<file path="src/rtl/led_anim_pkg.sv">
// Shared mode/direction encodings and the start-position helper for the LED animator.
package led_anim_pkg;

    typedef enum logic [1:0] {
        MODE_LEFT   = 2'd0,
        MODE_RIGHT  = 2'd1,
        MODE_BOUNCE = 2'd2,
        MODE_FILL   = 2'd3
    } mode_e;

    localparam logic DIR_UP   = 1'b0;
    localparam logic DIR_DOWN = 1'b1;

    function automatic int start_pos(input mode_e m, input int n);
        return (m == MODE_RIGHT) ? n - 1 : 0;
    endfunction

endpackage

</file>
<file path="src/rtl/tick_div.sv">
// Prescaler: counts enabled cycles and ticks once the count reaches div (>= compare).
module tick_div #(
    parameter int W = 24
) (
    input  logic         clk,
    input  logic         rst,
    input  logic         en,
    input  logic         clr,
    input  logic [W-1:0] div,
    output logic         tick
);

    logic [W-1:0] r_cnt;

    // clr wins over a pending match so a restart never emits a stray tick
    assign tick = en && !clr && (r_cnt >= div);

    always_ff @(posedge clk or posedge rst) begin
        if (rst) begin
            r_cnt <= '0;
        end else if (clr || tick) begin
            r_cnt <= '0;
        end else if (en) begin
            r_cnt <= r_cnt + W'(1);
        end
    end

endmodule

</file>
<file path="src/rtl/led_animator.sv">
// LED animation engine: step/blink timebases, head-position sequencing and LED decode.
module led_animator
    import led_anim_pkg::*;
#(
    parameter int N_LEDS  = 8,
    parameter int STEP_W  = 24,
    parameter int BLINK_W = 20,
    parameter int POS_W   = $clog2(N_LEDS)
) (
    input  logic               clk,
    input  logic               rst,
    input  logic               en,
    input  logic [1:0]         mode,
    input  logic [STEP_W-1:0]  step_div,
    input  logic               blink_en,
    input  logic [BLINK_W-1:0] blink_div,
    output logic [N_LEDS-1:0]  led,
    output logic [POS_W-1:0]   pos,
    output logic               step_pulse,
    output logic               wrap_pulse
);

    localparam logic [POS_W-1:0] LAST = POS_W'(N_LEDS - 1);
    localparam logic [POS_W-1:0] ONE  = POS_W'(1);

    logic [POS_W-1:0] r_pos;
    logic [POS_W-1:0] w_pos_next;
    logic             r_dir;
    logic             w_dir_next;
    mode_e            r_mode_q;
    mode_e            w_mode_in;
    logic             r_blink_phase;
    logic             w_mode_chg;
    logic             w_step_tick;
    logic             w_blink_tick;
    logic             w_wrap;

    assign w_mode_in  = mode_e'(mode);
    assign w_mode_chg = (w_mode_in != r_mode_q);

    tick_div #(.W(STEP_W)) u_step_div (
        .clk  (clk),
        .rst  (rst),
        .en   (en),
        .clr  (w_mode_chg),
        .div  (step_div),
        .tick (w_step_tick)
    );

    tick_div #(.W(BLINK_W)) u_blink_div (
        .clk  (clk),
        .rst  (rst),
        .en   (1'b1),
        .clr  (1'b0),
        .div  (blink_div),
        .tick (w_blink_tick)
    );

    always_comb begin
        w_pos_next = r_pos;
        w_dir_next = r_dir;
        w_wrap     = 1'b0;
        case (r_mode_q)
            MODE_RIGHT: begin
                w_wrap     = (r_pos == '0);
                w_pos_next = w_wrap ? LAST : r_pos - ONE;
            end
            MODE_BOUNCE: begin
                // dir holds the direction of the next move; it flips on arriving at an end
                if (r_dir == DIR_UP) begin
                    w_pos_next = (r_pos == LAST) ? LAST - ONE : r_pos + ONE;
                end else begin
                    w_pos_next = (r_pos == '0) ? ONE : r_pos - ONE;
                end
                w_wrap = (r_dir == DIR_DOWN) && (r_pos == ONE);
                if (w_pos_next == LAST) begin
                    w_dir_next = DIR_DOWN;
                end else if (w_pos_next == '0) begin
                    w_dir_next = DIR_UP;
                end
            end
            default: begin
                w_wrap     = (r_pos == LAST);
                w_pos_next = w_wrap ? '0 : r_pos + ONE;
            end
        endcase
    end

    always_ff @(posedge clk or posedge rst) begin
        if (rst) begin
            r_pos    <= '0;
            r_dir    <= DIR_UP;
            r_mode_q <= MODE_LEFT;
        end else begin
            r_mode_q <= w_mode_in;
            if (w_mode_chg) begin
                r_pos <= POS_W'(start_pos(w_mode_in, N_LEDS));
                r_dir <= DIR_UP;
            end else if (w_step_tick) begin
                r_pos <= w_pos_next;
                r_dir <= w_dir_next;
            end
        end
    end

    always_ff @(posedge clk or posedge rst) begin
        if (rst) begin
            r_blink_phase <= 1'b1;
        end else if (w_blink_tick) begin
            r_blink_phase <= ~r_blink_phase;
        end
    end

    genvar gi;
    generate
        for (gi = 0; gi < N_LEDS; gi++) begin : g_led
            logic w_head;
            logic w_lit;
            assign w_head  = (r_pos == POS_W'(gi));
            assign w_lit   = (r_mode_q == MODE_FILL) ? (POS_W'(gi) <= r_pos) : w_head;
            assign led[gi] = w_lit & (~w_head | ~blink_en | r_blink_phase);
        end
    endgenerate

    assign pos        = r_pos;
    assign step_pulse = w_step_tick;
    assign wrap_pulse = w_step_tick & w_wrap;

endmodule

</file>
<file path="config.mk">
export PLATFORM = sky130hd
export DESIGN_NAME = led_animator
export DESIGN_NICKNAME = d
export VERILOG_FILES = /design/src/rtl/led_anim_pkg.sv /design/src/rtl/tick_div.sv /design/src/rtl/led_animator.sv
export SDC_FILE = /design/constraint.sdc
export NUM_CORES = 1
export LEC_CHECK = 0
export BUFFER_PORTS_ARGS = -buffer_cell sky130_fd_sc_hd__buf_4
export CORE_UTILIZATION = 40
export DETAILED_ROUTE_END_ITERATION = 7
export GPL_TIMING_DRIVEN = 0
export PLACE_DENSITY = 0.58
export SYNTH_ARGS = -nofsm -noshare
export SYNTH_HDL_FRONTEND = slang
export SYNTH_SLANG_ARGS = --single-unit
export TNS_END_PERCENT = 50
</file>
<file path="constraint.sdc">
create_clock -name clk -period 5 [get_ports clk]
set_input_delay 1 -clock clk [delete_from_list [all_inputs] [get_ports clk]]
set_output_delay 1 -clock clk [all_outputs]
set_load 0.02 [all_outputs]
</file>
### Word level (Yosys, flattened, before mapping)

Index checks and enable logic that the tools add are counted.

* equal/unequal tests: 13
* $add $sub $neg: 4
* multiplexer cells: 27
* bitwise logic cells: 35
* reductions and logical operators: 12
* $lt $le $gt $ge: 10

Operators with widths (number)
* 24-bit two-way mux: 2
* 3-bit two-way mux: 9
* 24-bit by 1-bit adder with 24-bit output, second input constant: 1
* 24-bit greater-or-equal comparator: 1
* 20-bit by 1-bit adder with 20-bit output, second input constant: 1
* 20-bit greater-or-equal comparator: 1
* 20-bit two-way mux: 1
* 1-bit OR: 16
* 3-bit == test, second input constant: 5
* 1-bit two-way mux: 13
* 3-bit less-or-equal comparator, first input constant: 4
* 1-bit inverter: 10
* 1-bit bitwise AND: 9
* 3-bit by 2-bit == test with 1-bit output, second input constant: 2
* 1-bit by 3-bit less-or-equal comparator with 1-bit output, first input constant: 2
* 2-bit by 3-bit less-or-equal comparator with 1-bit output, first input constant: 2
* 3-bit zero test: 2
* 3-bit one-hot mux with 2 select lines: 1
* 2-bit nonzero test: 3
* 2-bit by 1-bit == test with 1-bit output, second input constant: 2
* 2-bit == test, second input constant: 2
* 3-bit by 1-bit adder with 3-bit output, second input constant: 1
* 3-bit by 1-bit == test with 1-bit output, second input constant: 1
* 1-bit logical AND: 3
* other kinds (7): 7

* input bits: 50
* register bits: 51
* output and inout bits: 13
* logic and storage cells: 107

### Logic depth before layout (Yosys ltp)

* depth after elaboration: 10
* gate-level depth with buffers: 10
* mapped depth without buffers: 9

### Modules after synthesis

A second synthesis with hierarchy kept.

* cells, all modules: 512
* area total of the unflattened synthesis: 4376.7 sq um

Modules (own cells, without submodules)
* tick_div (u_step_div): area each 1921.8 sq um, sequential area each 600.6 sq um, instances 1, cells each 220
* tick_div (u_blink_div): area each 1647.8 sq um, sequential area each 500.5 sq um, instances 1, cells each 183
* led_animator: area each 807.0 sq um, sequential area each 176.4 sq um, instances 1, cells each 109

### Least setup slack after synthesis

No wires, ideal clock.

* kind: input port to output port
* start: input port step_div[7]
* end: output port wrap_pulse
* slack: 1.463 ns
* buffers on the path: 0
* data required time: 4.000 ns
* stages on the path: 8
* arrival: 2.537 ns
* cell sequence: inv_1 > ha_1 > nand2_1 > o31ai_1 > a41o_4 > or2_4 > nand3_1 > nor2_1

* longest elaborated chain between the ends: 3

Ends and longest elaborated chain
* start, declared: line led_animator.sv:14 `input logic [STEP_W-1:0] step_div,`
* 24-bit greater-or-equal comparator: line tick_div.sv:16 `assign tick = en && !clr && (r_cnt >= div);`
* 1-bit logical AND: line tick_div.sv:16
* 1-bit bitwise AND: line led_animator.sv:127 `assign wrap_pulse = w_step_tick & w_wrap;`
* end, declared: line led_animator.sv:20 `output logic wrap_pulse`

No other way between the ends.

### Worst setup path after layout

* start: input port step_div[0]
* end: output port wrap_pulse

The elaborated chain is that of the path after synthesis.

==> impl_metrics.toml <==
[placed_design]
port_buffers = 61
place.gp.congestion = 0.828
detailed_place_hpwl_mm = 7.06
post-place-ws_ns = 1.12
dp_cells = 684

[clock_network]
postCtsSetupBuffers = 0
clk_latency_ns = 0.31
ctsResizeCount = 0
clockRootBuffer = "clkbuf_8"
clockBufferDepth = 2
holdBufCountCts = 0
cts.htree.levels = 2
clkTransAtPathRegs_ns = 0.10
cts.sinks = 51
cts_tree = "done"
numCtsBuffers = 5

[pwr]
switching_share = 0.314
p_switching_uw = 289
ir_worst_vdd_uv = 133
combPwrFrac = 0.239
share_seq_of_total_power = 0.500
internal_power_uw = 632
p_clk_frac = 0.261
leakage_nw = 2.39
p_per_area_mw_per_mm2 = 190

[cells_and_area]
area_growth_syn_to_layout_pct = 17.8
fin_util = 0.491
layout_common_cells = "64 x nor2_1, 64 x buf_4, 56 x ha_1"
antenna_cells = 0
nFillCells = 971
fin_nets = 664
fin_cells = 692
layout-drive-gt1-share = 0.172

[drt]
drt-initial-drc-count = 97
vias = 3565
vias_per_cell = 5.15
wl_per_cell_um = 12.8
detail-route-antenna-nets = 0
drc_errors = 0
routed_wl_mm = 8.87
first_pass_iters = 4

[grt]
grt_pass1_wl_mm = 15.2
track_usage = 0.180
antenna_found_initial = 0
grt_overflow = 0
grt_pass1_vias = 3347
grt_max_degree = 37

[timing]
final-hold-violation-count = 0
drv_slew = 0
setup_viol = 0
rsz0062_at_grt = "false"
worst-slew-pin-transition_ns = 0.573
slew_headroom = 0.617
fmax_mhz = 258
fin_crit_ns = 3.88
period_share = 0.776
tns_ns = 0
setup_ws_ns = 1.12
finClkSkew_ns = 0.0108

[floorplan]
io_pins = 63
start_util = 0.417
row_count = 36
coreArea_sq_mm = 0.00986
dieArea_sq_mm = 0.0107
die_w_um = 103
die_h_um = 103

[synthesis]
synth_area_leaders = "dfrtp_1 30%, ha_1 17%, nor2_1 5.8%, inv_1 5.1%, xor2_1 4.9%"
synthesis.yosys.warnings = 0
postSynthAreaPerCell_sq_um = 8.41
synth.cell_area_sq_mm = 0.00411
syn_nets = 595
synthCells = 489
synthArstFlopShare = 1.00
synth.distinct_cells = 59
yosys.area.top_type = "dfrtp_1"
synth_edf_count = 0
synth_seq_cells = 51
synth_top_flop_cell = "dfrtp_1"
yosysTopAreaCellShare = 0.304
yosysSeqAreaShare = 0.311

[run_status]
status = "complete, no violations"

[setup_path]
crit_path_end_kind = "primary output"
path_class = "in2out"
crit_path_start_kind = "primary input"
cp_max_fo = 7
cp.required_ns = 4.00
worstPathArrival_ns = 2.88

[job]
cap_violations = 0

[hold_path]
hold_path_class = "reg2reg"
## path summary, 6_finish.rpt
path | endpoint | slack, ns | from | depth (start not counted)
max in group asynchronous | r_blink_phase | 3.77 | rst | 3
worst min-delay path | u_blink_div.r_cnt[0] | 0.51 | u_blink_div.r_cnt[0] | 1
worst min register to register | u_blink_div.r_cnt[0] | 0.51 | u_blink_div.r_cnt[0] | 1
worst max register to register | pos[2] | 2.64 | u_step_div.r_cnt[0] | 9
min in group asynchronous | u_blink_div.r_cnt[19] | 0.66 | rst | 2
worst max-delay path | wrap_pulse | 1.12 | step_div[0] | 10
## synth_stat cells, types with 2 or more instances
cell,number
ha_1,56
nand2b_1,4
a21oi_1,30
nand4b_1,2
o31ai_1,6
nand4_1,13
buf_4,3
nor4_1,3
nand3_1,19
xor2_1,23
dfrtp_1,50
mux2_2,2
nand2_1,43
a211oi_2,2
and3_1,10
nor3b_1,2
nor2_1,64
clkbuf_1,4
nor2b_1,7
xnor2_1,12
a211oi_1,4
inv_1,56
a32oi_1,3
or3_1,4
o21ai_0,23
a21o_1,2
nor3_1,9
nand3b_1,2
## layout make-up
type                       instances  area [sq um]  area share
buffer                            10          67.6      0.0139
clock buffer                       5          68.8      0.0142
clock inverter                     3          20.0     0.00413
inverter                          57           214      0.0442
multi-input combinational        371          2550       0.527
sequential                        51          1280       0.264
tap                              133           166      0.0343
timing repair buffer              62           478      0.0987
## kinds of logic after synthesis
kind of cell    after synthesis  synth area share
simple gates                194             0.235
xor+xnor                     35            0.0746
mux                           3           0.00791
buf+inv                      67            0.0685
flops                        51             0.311
compound gates               83             0.133
fa+ha+maj                    56             0.170
## critical path, stage by stage
cell,delay (ns)
buf_4,0.11
ha_1,0.27
nand2b_4,0.14
a211oi_2,0.24
o221ai_2,0.16
a41o_4,0.32
or2_4,0.27
nand3_1,0.15
nor2_1,0.07
buf_4,0.15
## state kept, by name, summed over array words and instances, names as in the netlist
name / flops
u_blink_div.r_cnt: 20
r_mode_q: 2
r_blink_phase: 1
u_step_div.r_cnt: 24
r_dir: 1
pos: 3
## power by group through the flow
stage	clock network, mW	logic, mW	registers [mW]
after floorplan	0	0.141	0.464
final	0.240	0.220	0.461
after global routing	0.263	0.254	0.465
after global placement	0	0.214	0.468
after CTS	0.250	0.224	0.461
after detailed placement	0	0.222	0.469
## per-stage QoR
step | hold slack, ns | cell area (sq um) | power, mW
2_1_floorplan | 0.462 | 4110 | 0.605
3_3_place_gp | 0.511 | 4740 | 0.682
3_5_place_dp | 0.510 | 4760 | 0.691
4_1_cts | 0.523 | 4840 | 0.935
5_1_grt | 0.548 | 4840 | 0.983
6_report | 0.512 | 4840 | 0.921
## metal layers
metal	part of all wire	vias up	GRT usage
met3	0.039	10	0.0329
met5	0	-	0
met2	0.47	74	0.305
li1	-	1807	-
met4	0.011	0	0.0423
met1	0.48	1674	0.237
No activity file was read; power rests on OpenSTA's default activity.
